[src/rtl/sipo_deserializer.sv]
// Serial-in/parallel-out deserializer: assembles a 1-bit stream into WIDTH-bit words
// and double-buffers them (shift register + output holding register) onto a valid/ready port.
module sipo_deserializer #(
  parameter int WIDTH     = 4,
  parameter bit MSB_FIRST = 1'b1
) (
  input  logic             clk,
  input  logic             rst,
  input  logic             sin,
  input  logic             sin_valid,
  output logic             sin_ready,
  input  logic             clear,
  output logic [WIDTH-1:0] pout,
  output logic             pout_valid,
  input  logic             pout_ready
);

  localparam int CW = (WIDTH > 2) ? $clog2(WIDTH) : 1;
  localparam logic [CW-1:0] LAST = CW'(WIDTH - 1);

  logic [WIDTH-1:0] shift_reg, shift_next;
  logic [CW-1:0]    count_reg, count_next;
  logic             pending_reg, pending_next;
  logic [WIDTH-1:0] pout_reg, pout_next;
  logic             pout_valid_reg, pout_valid_next;
  logic [WIDTH-1:0] shifted;
  logic             accept, slot_free, complete;

  // Shift register contents after inserting sin, in the configured bit order.
  genvar gi;
  generate
    for (gi = 0; gi < WIDTH; gi++) begin : g_shift
      if (MSB_FIRST) begin : g_msb
        if (gi == 0) begin : g_ins
          assign shifted[gi] = sin;
        end else begin : g_mov
          assign shifted[gi] = shift_reg[gi-1];
        end
      end else begin : g_lsb
        if (gi == WIDTH - 1) begin : g_ins
          assign shifted[gi] = sin;
        end else begin : g_mov
          assign shifted[gi] = shift_reg[gi+1];
        end
      end
    end
  endgenerate

  // Backpressure comes from a register only, never from sin_valid.
  assign sin_ready  = !pending_reg;
  assign accept     = sin_valid && sin_ready;
  assign slot_free  = !pout_valid_reg || pout_ready;
  assign complete   = accept && (count_reg == LAST);
  assign pout       = pout_reg;
  assign pout_valid = pout_valid_reg;

  always_comb begin
    shift_next      = shift_reg;
    count_next      = count_reg;
    pending_next    = pending_reg;
    pout_next       = pout_reg;
    pout_valid_next = pout_valid_reg;

    // A consumed word drops valid unless something below refills the slot this edge.
    if (pout_valid_reg && pout_ready) begin
      pout_valid_next = 1'b0;
    end

    if (clear) begin
      shift_next   = '0;
      count_next   = '0;
      pending_next = 1'b0;
    end else if (pending_reg) begin
      if (slot_free) begin
        pout_next       = shift_reg;
        pout_valid_next = 1'b1;
        pending_next    = 1'b0;
      end
    end else if (complete) begin
      shift_next = shifted;
      count_next = '0;
      if (slot_free) begin
        pout_next       = shifted;
        pout_valid_next = 1'b1;
      end else begin
        pending_next = 1'b1;
      end
    end else if (accept) begin
      shift_next = shifted;
      count_next = count_reg + CW'(1);
    end
  end

  always_ff @(posedge clk or posedge rst) begin
    if (rst) begin
      shift_reg      <= '0;
      count_reg      <= '0;
      pending_reg    <= 1'b0;
      pout_reg       <= '0;
      pout_valid_reg <= 1'b0;
    end else begin
      shift_reg      <= shift_next;
      count_reg      <= count_next;
      pending_reg    <= pending_next;
      pout_reg       <= pout_next;
      pout_valid_reg <= pout_valid_next;
    end
  end

endmodule
[config.mk]
export PLATFORM = sky130hd
export DESIGN_NAME = sipo_deserializer
export DESIGN_NICKNAME = d
export VERILOG_FILES = /design/src/rtl/sipo_deserializer.sv
export SDC_FILE = /design/constraint.sdc
export NUM_CORES = 1
export LEC_CHECK = 0
export ABC_AREA = 1
export CORE_MARGIN = 5
export CORE_UTILIZATION = 43
export DETAILED_ROUTE_END_ITERATION = 8
export GPL_ROUTABILITY_DRIVEN = 0
export PLACE_DENSITY = 0.71
export SLEW_MARGIN = 15
export SYNTH_ARGS = -nofsm -noshare
export SYNTH_HDL_FRONTEND = slang
export SYNTH_SLANG_ARGS = --single-unit
[constraint.sdc]
create_clock -name clk -period 1 [get_ports clk]
set_input_delay 0.1 -clock clk [delete_from_list [all_inputs] [get_ports clk]]
set_output_delay 0.1 -clock clk [all_outputs]
set_load 0.05 [all_outputs]
Word level (Yosys, flattened, before mapping)
Index checks and enable logic that the tools add are counted.

cells by class
  order comparisons = 0
  mux-type cells = 21
  multiply operators = 0
  bitwise gates (word level) = 1
  shift operators = 0
  divide/modulo/power cells = 0
  equality and inequality tests = 2
  add/sub/neg operators = 1
  reduce and logical (&&, ||, !) cells = 10

operator list
  operator                                                        number
  4-bit 2-to-1 mux                                                8
  1-bit 2-to-1 mux                                                9
  2-bit 2-to-1 mux                                                4
  1-bit logical AND                                               3
  3-bit AND reduction                                             1
  3-bit nonzero test                                              1
  2-bit by 1-bit adder with 2-bit output (second input constant)  1
  2-bit == test (second input constant)                           1
  1-bit logical NOT                                               2
  2-bit inequality test (second input constant)                   1
  2-bit AND reduction                                             1
  2-bit nonzero test                                              1
  1-bit logical OR                                                1
  1-bit NOT                                                       1

storage, ports and cells
  memories kept = 0
  bits in read-only memories = 0
  bits in latches = 0
  input port bits = 6
  word-level logic and storage cells = 40
  bits in registers = 12
  memory bits (writable) = 0
  output and inout bits = 6

Depth between registers and ports, before layout
Gate-level depths: netlist (run 1).

  depth in word-level cells = 6
  mapped depth = 6
  gate-level depth less buffers = 5

Worst setup path after synthesis (run 1)
OpenSTA, ideal clock, no wires.

  kind = reg-to-reg
  from = reg pout_valid_reg (netlist: pout_valid)
  to = reg pout_reg[0] (netlist: pout[0])
  clock period less this slack = 1.185 ns
  arrival = 1.120 ns
  data required time = 0.934 ns
  cell stages (with the launch flop) = 5
  path buffers = 0
  slack = -0.185 ns
  path through = dfrtp_1 nand2_1 nand3_4 nand2_1 nand2_1

between the ends
  longest elaborated chain between the ends = 3

ends and longest elaborated chain
  element                        RTL line  text
  start: declaration             25        logic pout_valid_reg, pout_valid_next;
  start signal: assignment       106       pout_valid_reg <= pout_valid_next;
  1-bit logical NOT              52        assign slot_free = !pout_valid_reg || pout_ready;
  1-bit logical OR               52
  3-bit AND reduction (no line)  -
  end signal: assignment         105       pout_reg <= pout_next;
  end: declaration               24        logic [WIDTH-1:0] pout_reg, pout_next;

Every way passes these cells.
A chain may end at the register's enable or synchronous reset.

Worst setup path after layout (run 1)
  from = reg pending_reg
  to = reg shift_reg[0]

between the ends
  longest elaborated chain between the ends = 6
  elaborated cells on any way between the ends = 9
  classes of those cells = eq/ne: 1; mux: 3; reduce/logical: 5

ends and longest elaborated chain
  element                   RTL line  text
  start: declaration        23        logic pending_reg, pending_next;
  start signal: assignment  104       pending_reg <= pending_next;
  1-bit logical NOT         50        assign sin_ready = !pending_reg;
  1-bit logical AND         51        assign accept = sin_valid && sin_ready;
  1-bit logical AND         53        assign complete = accept && (count_reg == LAST);
  4-bit 2-to-1 mux          79        end else if (complete) begin
  4-bit 2-to-1 mux          73        end else if (pending_reg) begin
  4-bit 2-to-1 mux          69        if (clear) begin
  end signal: assignment    102       shift_reg <= shift_next;
  end: declaration          21        logic [WIDTH-1:0] shift_reg, shift_next;

Parallel ways exist; a longest one is shown, timed or not. The select of a mux whose other input is x is not followed.

==> run metrics, run 1 <==
gr usage total=15.55%; CP endpoint kind=flip-flop; Seq/Total Area, Yosys=49.90%; Slew Limit Fails=0; Final Critical Period=1.108 ns; CP Data Arrival Time=1.32 ns; outcome=complete, but fails checks; Post-CTS Hold Buffers=0; Pwr Density=1201 nW/µm²; initial antenna violation count=0; Max Buffers Root-to-Sink=2; CTS Buf Count=3; Worst Skew=0.006836 ns; syn nets=78; Slew HR=82.00%; Min-Delay Path Class=primary input to async pin; unrepaired setup endpoints after global routing=true; combinational share of power=20.7%; Multi-input gate area=264.0 µm²; largest net degree at the start of global routing=16; Final Hold Fails=0; Seq cells post-synth=12; clk_lat worst skew=0.28 ns; top fanout value on the critical path=7; vias in the first global route=485; die width=47.41 µm; total internal power=0.7684 mW; I/O pin cnt=12; CP Data Required Time=1.21 ns; Sw Share=27.85%; first-pass GRT wire length=2277 µm; Total Routed Length=1442 µm; Residual DRC=0; CTS tree=done; critical path's top delay family=flip-flops; fill cell count=104; n_diodes=0; Max H-tree Level=1; Detailed Place HPWL=910.2 µm; sw power=0.2966 mW; Max Freq=902.4 MHz; leakage power=0.4255 nW; Setup violations, final=13; vias=565; fin crit share=110.8%; Initial Util=45.68%; Worst Path Buf+Inv=2; mean post-synth cell area=8.476 µm²; final net count=99; Clk pwr share=29.5%; crit path max-delay cell type=dfrtp_2; layout cells sized above 1=31.87%; Flop pwr share=49.8%; die area=2248 µm²; Syn Inst Count=71; Ys Warns=0; GR Overflow Total=0; Crit Path Category=flip-flop to flip-flop; 1st-iter DRT viols=25; synth unique cells=15; worst-margin pin slew=0.2696 ns; die height=47.41 µm; Post-Layout Inst Area=887.1 µm²; area growth from synthesis to layout=47.40%; wire per inst=13.60 µm; CTS Sinks=12; max_cap viols=0; Port Buffer Count=11; num rows=13; Reg area=302.8 µm²; Synth Cell Area=601.8 µm²; drt via density=5.330; worst setup margin=-0.1081 ns; cells along the critical path=buf_12, nor2_4, buf_4, nand3_2, o21ai_2; pre-CTS WS=-0.1846 ns; Peak VDD IR=806.1 µV; Root Buffer=clkbuf_4; Final ANT Viol Nets=0; Placeable Area=1318 µm²; failing checks=setup timing; CP startpoint kind=flip-flop; DP Area=795.8 µm²; max incr delay on CP=0.45 ns; DRT Pass-1 Iters=4; clock-pin slew on the worst setup and hold paths=0.07 ns
==> what timing repair did <==
action | in CTS | in global routing
pin swaps | 1 | 0
setup buffers | 2 | 3
resized for setup | 4 | 3
endpoints found under the setup margin | 13 | 14
==> metal layers <==
layer  GRT usage (%)  vias up  share of wire [%]
met5               0        -                  0
met4           9.945        0                2.6
met3           6.767        4                4.9
met2           21.12       13                 50
met1           20.00      276                 42
li1                -      272                  -
==> cell families (layout without fill, tap and decap cells) <==
group	Yosys count	after routing	share of synthesized area, %
AO/OA/AOI/OAI	8	8	8.315
AND/OR/NAND/NOR	38	38	30.35
buffers and inverters	12	32	9.357
flip-flops	12	12	49.90
adder cells (fa/ha/maj)	1	1	2.079
==> metrics by stage <==
| step | setup TNS [ns] | power [mW] | util, % | cells | hold WS, ns |
|---|---|---|---|---|---|
| floorplan | 0 | 0.6325 | - | 71 | -0.03537 |
| global placement | -0.9419 | 0.7234 | 60.40 | 97 | 0.3991 |
| detailed placement | -1.377 | 0.7304 | 60.40 | 97 | 0.4093 |
| CTS | -0.5748 | 1.054 | 64.77 | 103 | 0.1071 |
| global route | -1.481 | 1.125 | 67.33 | 106 | 0.1177 |
| finish | -0.8160 | 1.065 | 67.33 | 106 | 0.1064 |
==> cell usage in the layout, fill, tap and decap left out, drive strengths merged <==
cell type | synthesis | routed
o21ai | 7 | 7
clkbuf | 0 | 4
nor2 | 2 | 2
nand3 | 6 | 6
nand2 | 25 | 25
ha | 1 | 1
a21o | 1 | 1
dfrtp | 12 | 12
clkdlybuf4s50 | 0 | 5
inv | 10 | 10
buf | 2 | 13
nand4 | 5 | 5
==> worst reg2reg max path: stages (launching register included) <==
cell     delay (ns)
dfrtp_2        0.45
buf_12         0.15
nor2_4         0.16
buf_4          0.15
nand3_2        0.06
o21ai_2        0.07
==> power by group through the flow <==
stage               registers (mW)  clock network (mW)  logic, mW
global route                 0.533               0.355      0.236
global placement             0.539                   0      0.185
floorplan                    0.573                   0     0.0595
CTS                          0.532               0.323      0.199
finish                       0.531               0.314      0.220
detailed placement           0.540                   0      0.190
==> path summary, 6_finish.rpt <==
| path | end | startpoint | depth (start not counted) | slack, ns |
|---|---|---|---|---|
| min in group clk | shift_reg[0]$_DFFE_PP0P_ | sin | 3 | 0.47 |
| worst min-delay path | shift_reg[0]$_DFFE_PP0P_ | rst | 3 | 0.11 |
| worst max-delay path | shift_reg[0]$_DFFE_PP0P_ | pending_reg$_DFF_PP0_ | 5 | -0.11 |
| worst min register to register | pout[3]$_DFFE_PP0P_ | pout[3]$_DFFE_PP0P_ | 2 | 0.54 |
| max in group asynchronous | pout_valid$_DFF_PP0_ | rst | 3 | 0.72 |
| worst max register to register | shift_reg[0]$_DFFE_PP0P_ | pending_reg$_DFF_PP0_ | 5 | -0.11 |
==> Yosys cell counts <==
cell type	n	share of area [%]
dfrtp_1	12	50
nand4_1	5	5.2
nor2_1	1	0.62
o21ai_0	6	5.0
nand2_1	25	16
inv_1	8	5.0
nand3_4	1	2.9
buf_6	1	1.9
buf_4	1	1.2
a21o_4	1	2.5
o21ai_1	1	0.83
ha_1	1	2.1
inv_2	2	1.2
nand3_1	5	4.2
nor2_4	1	1.9
==> final cells by class <==
type	instances	area share, %
flip-flops and latches	12	34.13
multi-input cells	47	29.76
repair buffers	18	26.52
inverters	10	4.513
clock buffers	4	2.962
well taps	15	2.116
Power figures use the tool's default switching activity.
==> inputs of run 2 (changes only) <==
--- a/config.mk
+++ b/config.mk
@@ -6,7 +6,7 @@
 export NUM_CORES = 1
 export LEC_CHECK = 0
 export ABC_AREA = 1
-export CORE_MARGIN = 5
+export CORE_MARGIN = 2
 export CORE_UTILIZATION = 43
 export DETAILED_ROUTE_END_ITERATION = 8
 export GPL_ROUTABILITY_DRIVEN = 0
==> run 2 against run 1 <==
The flow still finishes with violations (setup timing). Sequential share of layout area up 1.5 points. Count of clock-buffer cells in the layout unchanged. Global-route usage grew 2.2 points. Via count is 9.4% lower. First-iteration DRC count fell by 52%. Critical path depth down 3. Worst hold slack lost 0.0023 ns. Total power rose by 3.8%. Combinational power is 12% lower. Clock power is 22% higher. Sequential power hardly changed. Core utilization down 1.9 points. Critical path type is now flip-flop to primary output. Critical endpoint is now sin_ready. Largest cell class unchanged.
==> run metrics, run 2 (same netlist as run 1, synthesis figures left out) <==
die area=1715 µm²; Final Hold Fails=0; vias=512; CP endpoint kind=primary output; wire per inst=11.59 µm; area growth from synthesis to layout=41.37%; Slew HR=82.16%; leading cell types in the layout, fill and taps excluded=nand2_1 (23), dfrtp_1 (10), inv_1 (8); hold_ws=0.1040 ns; CTS Sinks=12; vias in the first global route=531; Max Freq=915.6 MHz; Root Buffer=clkbuf_4; first-pass GRT wire length=2297 µm; DRT Pass-1 Iters=4; unrepaired setup endpoints after global routing=true; Pwr Density=1299 nW/µm²; CP Data Required Time=0.90 ns; CP Data Arrival Time=0.99 ns; pre-CTS WS=-0.2470 ns; Max Buffers Root-to-Sink=2; Detailed Place HPWL=855.5 µm; worst setup margin=-0.09218 ns; top fanout value on the critical path=8; die height=41.41 µm; Total Routed Length=1194 µm; worst-margin pin slew=0.2672 ns; drt via density=4.971; Max H-tree Level=1; Initial Util=46.25%; 1st-iter DRT viols=12; leakage power=0.4114 nW; CTS Buf Count=3; Post-CTS Hold Buffers=0; CTS tree=done; n_diodes=0; Port Buffer Count=11; Worst Skew=0.008628 ns; num rows=13; gr usage total=17.74%; fill cell count=119; I/O pin cnt=12; clock-pin slew on the worst setup and hold paths=0.08 ns; final net count=96; Slew Limit Fails=0; fin crit share=109.2%; clk_lat worst skew=0.27 ns; Min-Delay Path Class=primary input to async pin; GR Overflow Total=0; CP startpoint kind=flip-flop; Placeable Area=1301 µm²; die width=41.41 µm; layout cells sized above 1=27.27%; most common cell after layout, fill and taps aside=nand2_1; largest net degree at the start of global routing=16; Residual DRC=0; outcome=complete, but fails checks; initial antenna violation count=0; failing checks=setup timing; FF-to-FF setup slack=-0.07 ns; Setup violations, final=10; Final Critical Period=1.092 ns; Crit Path Category=flip-flop to primary output; Final ANT Viol Nets=0; Peak VDD IR=865.5 µV; max_cap viols=0
==> run 2: stage by stage <==
stage                     instance area, µm²  setup TNS (ns)  power (mW)  utilization, %  cells
after global placement                 795.8          -1.060      0.7236           61.15     97
final                                  850.8         -0.4961       1.106           65.38    103
after CTS                              843.3         -0.6176       1.112           64.81    102
after floorplan                        610.6               0      0.6325               -     71
after global routing                   850.8          -1.260       1.162           65.38    103
after detailed placement               795.8          -1.579      0.7299           61.15     97
==> run 2: path summary, 6_finish.rpt <==
check                                              start                       end  depth (start not counted)
worst max-delay path               pending_reg$_DFF_PP0_                 sin_ready                          2
worst min-delay path                                 rst       pout[1]$_DFFE_PP0P_                          3
worst max register to register  count_reg[0]$_DFFE_PP0P_       pout[1]$_DFFE_PP0P_                          5
worst min register to register       pout[3]$_DFFE_PP0P_       pout[3]$_DFFE_PP0P_                          2
max in group asynchronous                            rst     pending_reg$_DFF_PP0_                          3
min in group clk                                     sin  shift_reg[0]$_DFFE_PP0P_                          3
==> run 2: layer usage <==
metal | wire [µm] | track usage (%)
met5 | 0 | 0
met4 | 12 | 9.677
met3 | 58 | 3.043
met2 | 566 | 25.62
met1 | 557 | 25.21
==> run 2: critical path: stages (launching register included) <==
cell and delay [ns]:
dfrtp_2 0.49, inv_4 0.10, buf_12 0.13
==> run 2: report_power, final <==
part           total [mW]  switching (mW)  internal (mW)
Combinational       0.194           0.104         0.0905
Clock               0.382           0.161          0.221
Sequential          0.530          0.0218          0.508
Total                1.11           0.286          0.820
==> run 2: cell type report <==
type	count	area, µm²	share of cell area, %
Inverter	10	40.04	4.706
Tap cell	15	18.77	2.206
Clock buffer	4	36.28	4.265
Timing Repair Buffer	15	200.2	23.53
Sequential cell	12	302.8	35.59
Multi-Input combinational cell	47	252.7	29.71
==> run 2: what timing repair did <==
action | in CTS | in global routing
gates cloned | 0 | 0
buffers inserted | 1 | 1
resized for setup | 2 | 2
pin swaps | 0 | 1
setup endpoints to repair | 13 | 13
==> inputs of run 3 (changes only) <==
--- a/config.mk
+++ b/config.mk
@@ -6,9 +6,10 @@
 export NUM_CORES = 1
 export LEC_CHECK = 0
 export ABC_AREA = 1
-export CORE_MARGIN = 2
-export CORE_UTILIZATION = 43
+export CAP_MARGIN = 10
+export CORE_AREA = 2 2 39 41
 export DETAILED_ROUTE_END_ITERATION = 8
+export DIE_AREA = 0 0 41 43
 export GPL_ROUTABILITY_DRIVEN = 0
 export PLACE_DENSITY = 0.71
 export SLEW_MARGIN = 15
==> constraint.sdc (replaced) <==
create_clock -name clk -period 1.1 [get_ports clk]
set_input_delay 0.11 -clock clk [delete_from_list [all_inputs] [get_ports clk]]
set_output_delay 0.11 -clock clk [all_outputs]
set_load 0.05 [all_outputs]
==> run 3 against run 2 <==
Clock power fell by 26%. Die area rose by 2.8%. Wire length fell by 3.1%. Largest cell class unchanged. The run now ends clean.
==> run metrics, run 3 (same netlist as run 1, synthesis figures left out) <==
Residual DRC=0; clk_lat worst skew=0.27 ns; unrepaired setup endpoints after global routing=true; worst setup margin=0.01737 ns; drt via density=4.806; I/O pin cnt=12; most common cell after layout, fill and taps aside=nand2_1; Root Buffer=clkbuf_4; CTS Buf Count=3; Worst Skew=0.006673 ns; Final Core Density=61.66%; gr usage total=16.79%; CTS Sinks=12; CP startpoint kind=flip-flop; leakage power=0.4031 nW; CP endpoint kind=flip-flop; area growth from synthesis to layout=41.79%; vias in the first global route=483; placed cell count=98; Slew HR=82.14%; CP Data Required Time=1.31 ns; Min-Delay Path Class=primary input to async pin; CP Data Arrival Time=1.30 ns; Crit Path Category=flip-flop to flip-flop; Pwr Density=1098 nW/µm²; Max Freq=923.7 MHz; Port Buffer Count=11; pre-CTS WS=-0.1021 ns; top fanout value on the critical path=6; hold_ws=0.1128 ns; GR Overflow Total=0; n_diodes=0; max_cap viols=0; leading cell types in the layout, fill and taps excluded=nand2_1 (22), dfrtp_1 (10), inv_1 (8); num rows=14; Final ANT Viol Nets=0; Setup violations, final=0; Total Routed Length=1157 µm; final net count=95; Initial Util=43.49%; Placeable Area=1384 µm²; Slew Limit Fails=0; Max Buffers Root-to-Sink=2; worst-margin pin slew=0.2674 ns; FF-to-FF setup slack=0.02 ns; clock-pin slew on the worst setup and hold paths=0.08 ns; initial antenna violation count=0; die area=1763 µm²; Detailed Place HPWL=824.3 µm; final std cells w/o fill=103; Post-CTS Hold Buffers=0; Peak VDD IR=569.7 µV; die height=43 µm; first-pass GRT wire length=1980 µm; CTS tree=done; Final Hold Fails=0; layout cells sized above 1=27.59%; die width=41 µm; Final Critical Period=1.083 ns; DRT Pass-1 Iters=6; wire per inst=11.23 µm; largest net degree at the start of global routing=16; vias=495; fin crit share=98.42%; Max H-tree Level=1; outcome=complete, no violations; 1st-iter DRT viols=12
run 3: path summary, 6_finish.rpt:
path                                     startpoint                        to  cells after the start
max                        count_reg[1]$_DFFE_PP0P_       pout[0]$_DFFE_PP0P_                      5
max reg2reg                count_reg[1]$_DFFE_PP0P_       pout[0]$_DFFE_PP0P_                      5
min                                             rst       pout[2]$_DFFE_PP0P_                      3
min in group clk                                sin  shift_reg[0]$_DFFE_PP0P_                      3
min reg2reg                     pout[1]$_DFFE_PP0P_       pout[1]$_DFFE_PP0P_                      2
max in group asynchronous                       rst     pending_reg$_DFF_PP0_                      3
run 3: through the flow:
stage	setup TNS, ns	instance area (µm²)	power (mW)
2_1_floorplan	0	603.1	0.5740
3_3_place_gp	-0.3086	789.5	0.6568
3_5_place_dp	-0.4588	789.5	0.6597
4_1_cts	0	839.6	0.9478
5_1_grt	-0.1242	853.3	0.9949
6_report	0	853.3	0.9371
run 3: final cells by class:
class                      count  area, µm²
sequential                    12      302.8
inverter                      10      40.04
clock buffer                   4      26.28
timing repair buffer          14      205.2
fill                         121      530.5
multi-input combinational     47      259.0
tap                           16      20.02
run 3: critical path, cell delays in order (launching register included):
cell and delay [ns]:
dfrtp_1 0.39, ha_2 0.20, a21o_4 0.23, nand3_4 0.08, nand2_1 0.06, nand2_1 0.06
run 3: repair_timing:
action / 4_1_cts / 5_1_grt
pin swaps: 0 / 3
resized for setup: 2 / 5
setup endpoints to repair: 3 / 11
setup buffers: 1 / 0
run 3: per-layer routing:
layer / track usage, % / wire length, µm
met2: 25.31 / 605
met1: 21.14 / 499
met4: 6.000 / 0
met3: 6.283 / 51
met5: 0 / 0
run 3: where the power goes:
part	switching (mW)	internal [mW]	total (mW)
Combinational	0.0930	0.0805	0.173
Clock	0.141	0.140	0.282
Sequential	0.0200	0.462	0.482
Total	0.254	0.683	0.937
